==> src/rtl/sha2_host_ctrl.sv <==
// sha2_host_ctrl: host-bus register front end that drives the SHA2 coprocessor wrapper.
// Optional start-to-done watchdog is compiled in when SHA2_HOST_TIMEOUT_EN is defined.
module sha2_host_ctrl #(
   parameter int unsigned TIMEOUT_CYCLES = 4096
) (
   input  logic         clock,
   input  logic         reset_n,
   input  logic [4:0]   bus_addr,
   input  logic [31:0]  bus_wdata,
   input  logic         bus_we,
   input  logic         bus_re,
   output logic [31:0]  bus_rdata,
   output logic         bus_rvalid,
   output logic         irq_done,
   output logic [447:0] plaintext,
   output logic [63:0]  messageSize,
   output logic [2:0]   sha2CSR,
   input  logic [255:0] digest,
   input  logic [2:0]   sha2CSR_o,
   input  logic         regwrite,
   input  logic         csrUpdate
);

   typedef enum logic [2:0] {
      IDLE,
      KICK,
      WAIT_BUSY,
      WAIT_DIGEST,
      WAIT_DONE
   } state_t;

   localparam logic [4:0] A_MSG_LAST = 5'h0D;
   localparam logic [4:0] A_SIZE_LO  = 5'h0E;
   localparam logic [4:0] A_SIZE_HI  = 5'h0F;
   localparam logic [4:0] A_CTRL     = 5'h10;
   localparam logic [4:0] A_STATUS   = 5'h11;
   localparam logic [63:0] MAX_BITS  = 64'd447;

   state_t            state_q, state_d;
   logic [13:0][31:0] msg_q, msg_d;
   logic [63:0]       size_q, size_d;
   logic [7:0][31:0]  dig_q, dig_d;
   logic              busy_q, busy_d;
   logic              done_q, done_d;
   logic              err_q, err_d;
   logic              tout_q, tout_d;
   logic              seen_q, seen_d;
   logic              irq_q, irq_d;
   logic              rvalid_q, rvalid_d;
   logic [31:0]       rdata_q, rdata_d;
   logic              idle_wr;
   logic              csr_busy;
   logic              csr_done;

   // Host writes only land while idle, which also keeps plaintext/size frozen during a hash.
   assign idle_wr  = bus_we && (state_q == IDLE);
   assign csr_busy = csrUpdate && (sha2CSR_o == 3'd2);
   assign csr_done = csrUpdate && (sha2CSR_o == 3'd1);

`ifdef SHA2_HOST_TIMEOUT_EN
   logic [31:0] cnt_q, cnt_d;
`else
   logic [31:0] unused_timeout;
   assign unused_timeout = TIMEOUT_CYCLES;
`endif

   always_comb begin
      state_d  = state_q;
      msg_d    = msg_q;
      size_d   = size_q;
      dig_d    = dig_q;
      busy_d   = busy_q;
      done_d   = done_q;
      err_d    = err_q;
      tout_d   = tout_q;
      seen_d   = seen_q;
      irq_d    = 1'b0;
      rvalid_d = bus_re;
      rdata_d  = '0;

      // Read mux looks at current register values, so a same-cycle write is not visible yet.
      if (bus_re) begin
         if (bus_addr <= A_MSG_LAST) begin
            rdata_d = msg_q[4'd13 - bus_addr[3:0]];
         end else if (bus_addr == A_SIZE_LO) begin
            rdata_d = size_q[31:0];
         end else if (bus_addr == A_SIZE_HI) begin
            rdata_d = size_q[63:32];
         end else if (bus_addr == A_STATUS) begin
            rdata_d = {28'd0, tout_q, err_q, done_q, busy_q};
         end else if (bus_addr[4:3] == 2'b11) begin
            rdata_d = dig_q[3'd7 - bus_addr[2:0]];
         end
      end

      if (idle_wr) begin
         if (bus_addr <= A_MSG_LAST) begin
            msg_d[4'd13 - bus_addr[3:0]] = bus_wdata;
         end else if (bus_addr == A_SIZE_LO) begin
            size_d[31:0] = bus_wdata;
         end else if (bus_addr == A_SIZE_HI) begin
            size_d[63:32] = bus_wdata;
         end else if (bus_addr == A_CTRL) begin
            if (bus_wdata[1]) begin
               done_d = 1'b0;
               err_d  = 1'b0;
               tout_d = 1'b0;
            end
            if (bus_wdata[0]) begin
               if (size_q > MAX_BITS) begin
                  err_d = 1'b1;
                  irq_d = 1'b1;
               end else begin
                  done_d  = 1'b0;
                  err_d   = 1'b0;
                  tout_d  = 1'b0;
                  busy_d  = 1'b1;
                  seen_d  = 1'b0;
                  state_d = KICK;
               end
            end
         end
      end

      unique case (state_q)
         KICK: state_d = WAIT_BUSY;
         WAIT_BUSY: begin
            // A done update before busy means the wrapper finished quickly; still wait for the digest.
            if (csr_busy) begin
               state_d = WAIT_DIGEST;
            end else if (csr_done) begin
               state_d = WAIT_DIGEST;
               seen_d  = 1'b1;
            end
         end
         WAIT_DIGEST: begin
            if (csr_done) seen_d = 1'b1;
            if (regwrite) begin
               dig_d = digest;
               if (csr_done || seen_q) begin
                  busy_d  = 1'b0;
                  done_d  = 1'b1;
                  irq_d   = 1'b1;
                  seen_d  = 1'b0;
                  state_d = IDLE;
               end else begin
                  state_d = WAIT_DONE;
               end
            end
         end
         WAIT_DONE: begin
            if (csr_done) begin
               busy_d  = 1'b0;
               done_d  = 1'b1;
               irq_d   = 1'b1;
               state_d = IDLE;
            end
         end
         default: ;
      endcase

`ifdef SHA2_HOST_TIMEOUT_EN
      cnt_d = '0;
      if (state_q == WAIT_BUSY || state_q == WAIT_DIGEST || state_q == WAIT_DONE) begin
         cnt_d = cnt_q + 32'd1;
         // Normal completion in the same cycle wins over the watchdog.
         if ((cnt_q >= TIMEOUT_CYCLES - 32'd1) && (state_d != IDLE)) begin
            state_d = IDLE;
            busy_d  = 1'b0;
            err_d   = 1'b1;
            tout_d  = 1'b1;
            irq_d   = 1'b1;
            seen_d  = 1'b0;
            dig_d   = dig_q;
         end
      end
`endif
   end

   always_ff @(posedge clock) begin
      if (!reset_n) begin
         state_q  <= IDLE;
         msg_q    <= '0;
         size_q   <= '0;
         dig_q    <= '0;
         busy_q   <= 1'b0;
         done_q   <= 1'b0;
         err_q    <= 1'b0;
         tout_q   <= 1'b0;
         seen_q   <= 1'b0;
         irq_q    <= 1'b0;
         rvalid_q <= 1'b0;
         rdata_q  <= '0;
`ifdef SHA2_HOST_TIMEOUT_EN
         cnt_q    <= '0;
`endif
      end else begin
         state_q  <= state_d;
         msg_q    <= msg_d;
         size_q   <= size_d;
         dig_q    <= dig_d;
         busy_q   <= busy_d;
         done_q   <= done_d;
         err_q    <= err_d;
         tout_q   <= tout_d;
         seen_q   <= seen_d;
         irq_q    <= irq_d;
         rvalid_q <= rvalid_d;
         rdata_q  <= rdata_d;
`ifdef SHA2_HOST_TIMEOUT_EN
         cnt_q    <= cnt_d;
`endif
      end
   end

   assign plaintext   = msg_q;
   assign messageSize = size_q;
   assign sha2CSR     = (state_q == KICK) ? 3'b100 : 3'b000;
   assign bus_rdata   = rdata_q;
   assign bus_rvalid  = rvalid_q;
   assign irq_done    = irq_q;

endmodule

==> config.mk <==
export PLATFORM = sky130hd
export DESIGN_NAME = sha2_host_ctrl
export DESIGN_NICKNAME = d
export VERILOG_FILES = /design/src/rtl/sha2_host_ctrl.sv
export SDC_FILE = /design/constraint.sdc
export NUM_CORES = 2
export LEC_CHECK = 0
export BUFFER_PORTS_ARGS = -buffer_cell sky130_fd_sc_hd__clkbuf_2
export CAP_MARGIN = 30
export CORE_AREA = 2 2 333 335
export DETAILED_ROUTE_END_ITERATION = 10
export DIE_AREA = 0 0 335 337
export GPL_TIMING_DRIVEN = 0
export PLACE_DENSITY = 0.48
export SYNTH_ARGS = -nofsm -noshare
export SYNTH_HDL_FRONTEND = slang
export SYNTH_SLANG_ARGS = --single-unit
==> constraint.sdc <==
create_clock -name clock -period 2.8 [get_ports clock]
set_clock_uncertainty 0.15 [all_clocks]
set_input_delay 0.28 -clock clock [delete_from_list [all_inputs] [get_ports clock]]
set_output_delay 0.28 -clock clock [all_outputs]
set_load 0.1 [all_outputs]
* Word-level counts from Yosys, hierarchy flattened
Index checks and enable logic that the tools add are counted.
Storage, ports and cells: register bits after elaboration 810, input port bits 302, output and inout bits 549
Operators by class: add/subtract/negate cells 2, $lt $le $gt $ge 5, equal/unequal tests 11, mux-type cells 77, bitwise gates (word level) 3, reductions and logical operators 14
Operators with widths (number):
- $bwmux 448 | 1
- $mux 32 | 8
- $bmux 32 s4 | 1
- $demux 32 s4 | 1
- $bmux 32 s3 | 1
- $gt 64x9->1 const B | 1
- $mux 1 | 47
- $mux 3 | 13
- $pmux 3 s4 | 1
- $eq 5x4->1 const B | 2
- $eq 5x5->1 const B | 2
- $eq 3x2->1 const B | 3
- $pmux 1 s2 | 4
- $eq 3x1->1 const B | 2
- $reduce_and 2->1 | 3
- $reduce_and 6->1 | 1
- $le 5x4->1 const B | 1
- $lt 4x5->1 const B | 1
- $reduce_and 5->1 | 1
- $ge 4x1->1 const B | 1
- $logic_and 1x1->1 | 4
- $lt 3x4->1 const B | 1
- $reduce_and 4->1 | 1
- $sub 4x4->4 const A | 1
- other kinds (8) | 10

* Depth between registers and ports, before layout
word-level depth 12, depth in mapped cells 10, depth with buffers taken out 7

* Worst setup path before layout
OpenSTA, ideal clock, no wires.
path type register to register, start reg state_q[2], end reg msg_q (netlist bit plaintext[417]), library setup time 0.128 ns, data arrival time 2.254 ns, slack 0.268 ns, cell stages (with the launch flop) 9, period minus slack after synthesis 2.532 ns, path through dfxtp_1 or4b_1 buf_2 or3_1 buf_4 nor3_4 buf_6 mux2i_1 nor2_1
On the way: cells in the longest elaborated chain, start to end 3
RTL lines:
- start: declaration | line 39 | state_t state_q, state_d;
- start signal: assignment | line 198 | state_q <= state_d;
- $logic_not 3->1 | line 56 | assign idle_wr = bus_we && (state_q == IDLE);
- $logic_and 1x1->1 | line 56
- $reduce_and 2->1 (no line)
- end signal: assignment | line 199 | msg_q <= msg_d;
- end: declaration | line 40 | logic [13:0][31:0] msg_q, msg_d;
No other way between the ends. A chain may end at the register's enable or synchronous reset.

* Final worst setup path
start in bus_addr[1], end reg rdata_q[9] (netlist: bus_rdata[9])
On the way: cells in the longest elaborated chain, start to end 8, elaborated cells between the ends (all ways) 15
RTL lines:
- start: declaration | line 8 | input logic [4:0] bus_addr,
- $sub 3x3->3 | line 92 | rdata_d = dig_q[3'd7 - bus_addr[2:0]];
- $bmux 32 s3 | line 92
- $mux 32 (not written as such) | line 92
- $mux 32 | line 91 | end else if (bus_addr[4:3] == 2'b11) begin
- $mux 32 | line 89 | end else if (bus_addr == A_STATUS) begin
- $mux 32 | line 87 | end else if (bus_addr == A_SIZE_HI) begin
- $mux 32 | line 85 | end else if (bus_addr == A_SIZE_LO) begin
- $mux 32 * | line 83 | if (bus_addr <= A_MSG_LAST) begin
- end signal: assignment | line 209 | rdata_q <= rdata_d;
- end: declaration | line 50 | logic [31:0] rdata_q, rdata_d;
Every way passes the cells marked *; elsewhere a longest branch is shown, timed or not. The select of a mux whose other input is x is not followed.

==> results.tsv <==
metric	value	unit
leading area contributor after synthesis	dfxtp_1	
NumNets Final	5261	
Top-Level Pins	851	
most instantiated cells after synthesis	nand2_1, dfxtp_1, a21oi_1, mux2i_1, nor2_1	
Cell Rows	122	
cell chain of the critical path	clkbuf_2, clkbuf_1, buf_8, buf_4, clkbuf_2, mux4_2, a221oi_4, nor3_1	
post-route setup slack	-0.07375	ns
area delta synth->final	39.76	%
# DRC	0	
Final min period	2.874	ns
Routed WL	197900	µm
Max VDD drop	0.4688	mV
Iteration-0 DRC Markers	2641	
first-pass GRT wire length	266900	µm
htree depth	3	
Syn Area/Cell	9.242	µm²
CTS tree	built	
die height	337	µm
pwr dens	592.1	nW/µm²
WL/cell	30.60	µm
Syn Inst Count	3661	
sequential cell area	16220	µm²
Ys Warns	0	
final setup fails	9	
CP max stage delay	0.56	ns
Sink Count	810	
Synth Flop Type	dfxtp_1	
Multi-input gate area	16410	µm²
Chip Width	335	µm
synth unique cells	57	
CP arrival	3.25	ns
Post-DRT Antenna Nets	0	
sequential area share after synthesis	0.4792	
CTS Buf Count	96	
GPL Wtd Cong	0.9321	
Final HPWL DP	154400	µm
fraction of registers with async set/reset	0	
CP max-delay cell	a221oi_4	
Die Area	112900	µm²
period utilisation layout	1.026	
outcome	finished with violations	
initial antenna violation count	16	
pin slew with the least headroom to its limit	1.079	ns
clock buffer depth	3	
Hold Crit Class	primary input to flip-flop	
dominant cell by count in the synthesized netlist	nand2_1	
largest net degree at the start of global routing	16	
Clk pin slew, worst setup/hold paths	0.06	ns
EDFF count, synth	0	
crit start category	primary input	
port bufs	844	
Max Fclk	348.0	MHz
Hold WS	0.08882	ns
crit-path most repeated cell	clkbuf_2	
Yosys reg bits	810	
failing checks	negative setup slack	
Total GRT Usage	0.3391	
CTS root buffer	clkbuf_16	
P_leak	18.71	nW
fill count	10990	
detailed-route via count	34040	
total iterations of the first detailed-routing run	8	
CP required	3.17	ns
CP Max Fanout	10	
layout cells sized above 1	0.2720	
Tot Pwr	0.02800	W
Starting Density	0.3087	
placeable core area	109600	µm²
crit end category	flip-flop	
Mapped Area	33840	µm²
top cells by area, synth	dfxtp_1, mux4_2, nand2_1, mux2i_1, a21oi_1	
RSZ-0062 raised after global routing	false	
via density per instance	5.262	
MaxCap Viol Count	0	
relative max-transition margin	0.2803	
WS Path Type	primary input to flip-flop	
post-synth top area share	0.4792	
clock latency on the worst-skew pair	0.70	ns
global route total overflow	0	
Fin. Hold Viols	0	
vias in the first global route	32950	
max-slew violations	0	
## routing by layer
layer / GRT usage / up-vias / share of wire
li1: - / 15220 / -
met1: 0.4188 / 16930 / 0.40
met2: 0.5640 / 1564 / 0.47
met3: 0.08771 / 322 / 0.083
met4: 0.1342 / 4 / 0.044
met5: 0 / - / 0.00014
## worst max-delay path, delay by kind of cell
family | cells | cell delay, ns
buffers and inverters | 5 | 1.68
multiplexers | 1 | 0.45
AO/OA/AOI/OAI | 1 | 0.56
AND/OR/NAND/NOR | 1 | 0.24
## cells by family (layout without fill, tap and decap cells)
| kind of cell | Yosys count | count (layout) | share of synthesized area |
|---|---|---|---|
| simple gates | 1387 | 1387 | 0.1623 |
| flops | 810 | 810 | 0.4792 |
| compound gates | 605 | 605 | 0.1031 |
| mux | 516 | 516 | 0.2118 |
| buf+inv | 336 | 1707 | 0.04149 |
| fa+ha+maj | 3 | 3 | 0.001109 |
| xor+xnor | 3 | 3 | 0.0007767 |
| other cells | 1 | 11 | 0.0001108 |
## placed cells by master, fill, tap and decap left out, drive strengths merged, types with 2 or more instances in the layout
master,count
o2111ai,22
clkdlybuf4s15,4
a221oi,6
a222oi,22
a22o,6
and2,5
clkinvlp,4
nor2,342
nor3,16
mux2i,356
nand2b,4
a211oi,6
nand4,4
a22oi,26
nand3b,3
a32o,4
diode,9
buf,126
inv,8
and3b,2
dlygate4sd3,295
a2111oi,11
mux4,160
o21ai,5
xor2,2
clkinv,17
conb,2
nand2,958
and3,24
ha,3
nor2b,2
o21a,2
a21oi,481
dfxtp,810
bufinv,7
a221o,6
clkbuf,1246
nor4,17
nand3,3
## state kept, by name, summed over array words and instances (netlist names), 3 cells and up
| name | cells |
|---|---|
| dig_q | 256 |
| plaintext | 448 |
| messageSize | 64 |
| bus_rdata | 32 |
| state_q | 3 |
## path summary, 6_finish.rpt
path,slack (ns),startpoint,endpoint,cells after the start
worst min-delay path,0.09,bus_wdata[0],plaintext[416],3
worst max register to register,-0.01,messageSize[31],seen_q,5
worst min register to register,0.30,dig_q[118],dig_q[118],2
worst max-delay path,-0.07,bus_addr[1],bus_rdata[9],8
## area by class of cell
type                            instances  share of cell area
Antenna cell                            9           0.0004763
Buffer                                326             0.03331
Clock buffer                          146             0.06294
Clock inverter                         29            0.007144
Inverter                                7           0.0005556
Multi-Input combinational cell       2516              0.3470
Sequential cell                       810              0.3430
Tap cell                             1426             0.03773
Timing Repair Buffer                 1199              0.1679
## power by group
part / switching, W / total, W / leakage (nW) / internal, W
Combinational: 0.00211 / 0.00300 / 10.5 / 0.000896
Sequential: 0.0000685 / 0.0117 / 6.53 / 0.0116
Clock: 0.00539 / 0.0133 / 1.64 / 0.00794
Total: 0.00757 / 0.0280 / 18.7 / 0.0204
## per-stage QoR
| step | setup TNS [ns] | area, µm² | worst slack (ns) | cells | util |
|---|---|---|---|---|---|
| floorplan | 0 | 33840 | 0.2683 | 3662 | - |
| global placement | -437.34 | 39850 | -3.362 | 5932 | 0.3636 |
| detailed placement | -285.28 | 40380 | -1.824 | 5970 | 0.3684 |
| CTS | 0 | 47060 | 0.0009048 | 6453 | 0.4294 |
| global route | 0 | 47270 | 0.001700 | 6461 | 0.4313 |
| finish | -0.3725 | 47290 | -0.07375 | 6468 | 0.4315 |
## repair_timing
item,in CTS,in global routing
hold buffers,295,0
endpoints found under the setup margin,490,335
hold endpoints to repair,444,0
setup buffers,16,2
gates cloned,0,2
resized for setup,89,59
pin swaps,8,4
Note: power is estimated with default switching activity, not from simulation.
